**src/rtl/instruction_memory.sv**
```systemverilog
// Word-organised instruction store: combinational byte-addressed fetch, synchronous load port.
// Zero-latency read; load writes on the rising edge; no backpressure, every load is accepted or flagged.
module instruction_memory #(
    parameter int    Isize     = 32,
    parameter int    mem_size  = 10,
    parameter string INIT_FILE = ""
) (
    input  logic             clk,
    input  logic             reset,
    input  logic [Isize-1:0] address,
    output logic [Isize-1:0] instruction,
    output logic             addr_err,
    output logic             misaligned,
    input  logic             load_en,
    input  logic [Isize-1:0] load_addr,
    input  logic [Isize-1:0] load_data,
    output logic             load_err
);

    localparam int               IW       = Isize - 2;
    localparam int               AW       = (mem_size > 1) ? $clog2(mem_size) : 1;
    localparam logic [IW-1:0]    DEPTH    = IW'(mem_size);

    logic [Isize-1:0] mem [mem_size];

    logic [IW-1:0] rd_idx;
    logic [IW-1:0] ld_idx;
    logic          rd_in_range;
    logic          ld_in_range;
    logic          unused_ld_low;

    // The full word index is compared against the depth, so large addresses never alias.
    assign rd_idx      = address[Isize-1:2];
    assign ld_idx      = load_addr[Isize-1:2];
    assign rd_in_range = (rd_idx < DEPTH);
    assign ld_in_range = (ld_idx < DEPTH);
    assign unused_ld_low = ^load_addr[1:0];

    always_comb begin
        instruction = '0;
        if (rd_in_range) begin
            instruction = mem[rd_idx[AW-1:0]];
        end
    end

    assign addr_err   = ~rd_in_range;
    assign misaligned = (address[1:0] != 2'b00);

    // Reset clears the store and always takes priority over a pending load.
    always_ff @(posedge clk) begin
        if (reset) begin
            for (int i = 0; i < mem_size; i++) begin
                mem[i] <= '0;
            end
        end else if (load_en && ld_in_range) begin
            mem[ld_idx[AW-1:0]] <= load_data;
        end
    end

    always_ff @(posedge clk) begin
        if (reset) begin
            load_err <= 1'b0;
        end else if (load_en) begin
            load_err <= ~ld_in_range;
        end
    end

endmodule

```
**config.mk**
```make
export PLATFORM = sky130hd
export DESIGN_NAME = instruction_memory
export DESIGN_NICKNAME = d
export VERILOG_FILES = /design/src/rtl/instruction_memory.sv
export SDC_FILE = /design/constraint.sdc
export NUM_CORES = 1
export LEC_CHECK = 0
export CORE_MARGIN = 10
export CORE_UTILIZATION = 30
export DETAILED_ROUTE_END_ITERATION = 10
export PLACE_DENSITY_LB_ADDON = 0.3
export SYNTH_ARGS = -nofsm -noshare
export SYNTH_HDL_FRONTEND = slang
export SYNTH_SLANG_ARGS = --single-unit
export TNS_END_PERCENT = 1
```
**constraint.sdc**
```tcl
create_clock -name clk -period 4.8 [get_ports clk]
set_clock_uncertainty 0.1 [all_clocks]
set_input_delay 1.44 -clock clk [delete_from_list [all_inputs] [get_ports clk]]
set_output_delay 1.44 -clock clk [all_outputs]
set_load 0.03 [all_outputs]
```
Word-level counts from Yosys, hierarchy flattened
Memory sizes are Yosys's and may differ from the RTL's.
Cells that the tools add are included.
{ "classes": {"order_cmp": 2, "muxes": 9, "n_bitwise": 2, "n_reduce_logical": 3} }
{ "ops": {"columns": ["operator", "count"], "rows": [
  ["$mux W32", 2],
  ["$lt A30 B4 Y1 const B", 2],
  ["$reduce_or A32 Y1", 1],
  ["$mux W1", 6],
  ["$mux W4", 1],
  ["$not A1 Y1", 2],
  ["$reduce_bool A2 Y1", 1],
  ["$logic_and A1 B1 Y1", 1]
]} }
{ "word_totals": {"regBits": 1, "ramBits": 320, "in_bits": 99, "out_inout_bits": 35, "elab_cells": 18, "n_memories": 1} }
{ "mem_list": {"columns": ["name", "words", "width", "rd", "rd_clocked_by_memory_dff", "wr", "line", "source"], "rows": [
  ["mem", 10, 32, 1, 0, 10, "24", "logic [Isize-1:0] mem [mem_size];"]
]} }

Logic depth before layout (Yosys ltp)
{ "depth": {"ltp_word": 7, "ltp_mapped": 6, "mapped_depth_nobuf": 4} }

Worst setup path after synthesis
OpenSTA, ideal clock, no wires.
{ "synth_path": {"path_kind": "input to output", "from": "input port address[23]", "to": "output port instruction[22]", "arrival_ns": 3.172, "required_ns": 3.260, "setup_slack_ns": 0.088, "stages": 5, "n_path_buf": 1, "cell_sequence": "or4_1 nor3_1 nand4_1 clkbuf_1 a21oi_1"} }
{ "synth_via": {"elab_chain_cells": 2} }
{ "synth_lines": {"columns": ["element", "line", "source"], "rows": [
  ["start: declaration", "10", "input logic [Isize-1:0] address,"],
  ["$lt A30 B4 Y1", "35", "assign rd_in_range = (rd_idx < DEPTH);"],
  ["$mux W32", "41", "if (rd_in_range) begin"],
  ["end: declaration", "11", "output logic [Isize-1:0] instruction,"]
]} }
No other way between the ends.

Worst setup path in the final report
{ "layout_path": {"from": "input port address[19]", "to": "output port instruction[31]"} }
The elaborated chain is that of the path after synthesis.

==> impl_metrics.tcl <==
set metrics [dict create \
    run_status "complete, but fails checks" \
    violations "setup timing" \
    arrival_ns 3.26 \
    synthSimpleGateAreaFrac 0.112 \
    initial_utilization 0.303 \
    route.detailed.drc 0 \
    finalPower_mw 9.71 \
    critPathKind "in -> out" \
    die_w_um 291 \
    drv_cap 0 \
    hold_depth 2 \
    cp_top_family "simple AND/OR/NAND/NOR gates" \
    rrSetupSlack_ns 4.11 \
    vias 12300 \
    slowest_stage "or4_1" \
    cts_made_buffers 53 \
    antenna_found_initial 2 \
    area_growth_pct 26.9 \
    reg2reg_to "load_err" \
    synthArstFlopShare 0 \
    cts_hold_buffers 0 \
    die_area_mm2 0.0849 \
    grt_pass1_wl_mm 82.7 \
    hold_start "load_err" \
    fillers 6650 \
    dp_hpwl_mm 31.6 \
    p_leak_nw 10.6 \
    root_buffer "clkbuf_16" \
    hold_end "load_err" \
    place.port_buffers 131 \
    ys_seq_elements 513 \
    synthTopCellsByArea "edfxtp_1, mux4_2, and3_1" \
    dr.pass1.iters 5 \
    synth_top_family_by_area "multiplexers" \
    slew-limit-headroom 0.612 \
    yosysWarnings 0 \
    rr_startpoint "load_err" \
    cts.clk_slew.worst_paths_ns 0.06 \
    ios 134 \
    crit_buf_inv 5 \
    timing.final.ws_setup_ns -0.000812 \
    fin_hold_ws_ns 0.399 \
    max_clock_freq_mhz 208 \
    drtIter0Drc 909 \
    track_usage 0.127 \
    finalSetupViolations 1 \
    worst-endpoint-required_ns 3.26 \
    final_layout_size_suffix_gt1_frac 0.236 \
    cp_cell_sequence "clkdlybuf4s15_1, or4_1, nor3_2, nand4_1, buf_12, buf_12, buf_16, a21oi_4, buf_12" \
    tightest_slew_ns 0.582 \
    cts_buffer_depth 3 \
    path_max_fanout 6 \
    multi_input_area_mm2 0.00699 \
    r2r_cells 2 \
    synth.area.mux_share 0.131 \
    ant_nets 0 \
    finalCritPeriodShare 1.00 \
    synth_xor_area_frac 0 \
    syn_area_per_cell_um2 18.0 \
    post-place-ws_ns -0.284 \
    synth_area_mm2 0.0221 \
    synth_top_area_frac 0.696 \
    synth_edf_count 512 \
    clock_latency_ns 0.60 \
    grt_pass1_vias 13300 \
    core_mm2 0.0730 \
    yosys.area.top_type "edfxtp_1" \
    ir_worst_vdd_uv 246 \
    wirelength_mm 54.4 \
    hold_viol 0 \
    rsz0062_at_grt "true" \
    synth-compound-area-share 0.0299 \
    diodes 0 \
    ys_types 31 \
    cp-start-kind "input port" \
    vias_per_cell 4.76 \
    worstSetupPathDepth 9 \
    period_needed_ns 4.80 \
    numClockSinks 513 \
    fin_nets 1687 \
    grt_overflow_total 0 \
    die_h_um 291 \
    seqCellArea_mm2 0.0154 \
    gp_congestion 0.720 \
    synth-adder-area-share 0 \
    grt_max_degree 101 \
    synthFlopType "edfxtp_1" \
    ys_seq_area_frac 0.697 \
    cts_tree "yes" \
    worst_path_most_repeated_cell "buf_12" \
    rows 99 \
    slew_violations 0 \
    end_kind "output port" \
    synth_cells 1226 \
    routedWlPerCell_um 21.0 \
    htree_levels 2 \
    hold_class "reg -> reg" \
    synth.most_common_cell "edfxtp_1" \
    p_per_area_mw_per_mm2 346 \
    ys_top_cells_by_count "edfxtp_1, and3_1, mux4_2" \
    max_stage_delay_ns 0.54 \
]
-- worst register-to-register path: cells and delay by family (launching register included) --
family | cells | cell delay, ns
AND/OR/NAND/NOR | 2 | 0.14
flip-flops | 1 | 0.31
-- cell families after synthesis --
group	Yosys count
other	1
DFF	513
and+or+nand+nor	373
muxes	128
AOI/OAI and AO/OA	99
buffers and inverters	112
-- power breakdown --
part / internal, mW / switching [mW] / total, mW
sequential: 5.14 / 0.0520 / 5.19
clock: 2.17 / 1.68 / 3.84
combinational: 0.332 / 0.342 / 0.674
-- flip-flops by register name (all words and copies together) (netlist names) --
signal,count
mem,512
load_err,1
-- repair_timing --
action,CTS,global route
gates cloned,4,0
resized for setup,67,10
pin swaps,3,3
buffers inserted,2,1
endpoints found under the setup margin,32,24
-- metrics by stage --
step                      cell area, um2   util   TNS (ns)  instances
after detailed placement           26000  0.356      -4.13       2486
after floorplan                    22800      -          0       1417
after CTS                          28000  0.384          0       2587
after global routing               28000  0.384     -0.882       2587
final                              28000  0.384  -0.000812       2587
after global placement             26000  0.356      -6.67       2486
-- worst max path at each step --
stage                      from               to  slack, ns
detailed placement  address[23]  instruction[21]      -0.28
global placement    address[23]  instruction[21]      -0.35
CTS                 address[16]   instruction[4]      0.002
finish              address[19]  instruction[31]    -0.0008
floorplan           address[23]  instruction[22]       0.09
global route        address[10]   instruction[2]      -0.07
-- layout by cell type (no fill, tap or decap), types with 5 or more instances in the layout --
cell type / instances
clkinv_2: 12
or2_1: 8
nor4_4: 9
and2_1: 33
clkinv_1: 11
edfxtp_1: 512
clkdlybuf4s50_1: 87
and3_1: 288
buf_4: 61
a21oi_2: 15
a22oi_1: 62
nand2_1: 5
nor4_1: 7
mux4_2: 128
a21oi_4: 14
conb_1: 192
clkbuf_1: 13
clkbuf_16: 54
buf_12: 61
-- final cells by class --
type	instances	area share
clock buffer	67	0.0500
multi-input combinational	792	0.250
inverter	1	0.000625
clock inverter	28	0.00732
sequential	513	0.549
timing repair buffer	227	0.100
tap	959	0.0428
-- metal layers --
layer	track usage	wire length, um
met1	0.148	21100
met5	0	13
met4	0.0370	1220
met3	0.0175	2360
met2	0.238	29700
Note: power is estimated with default switching activity, not from simulation.
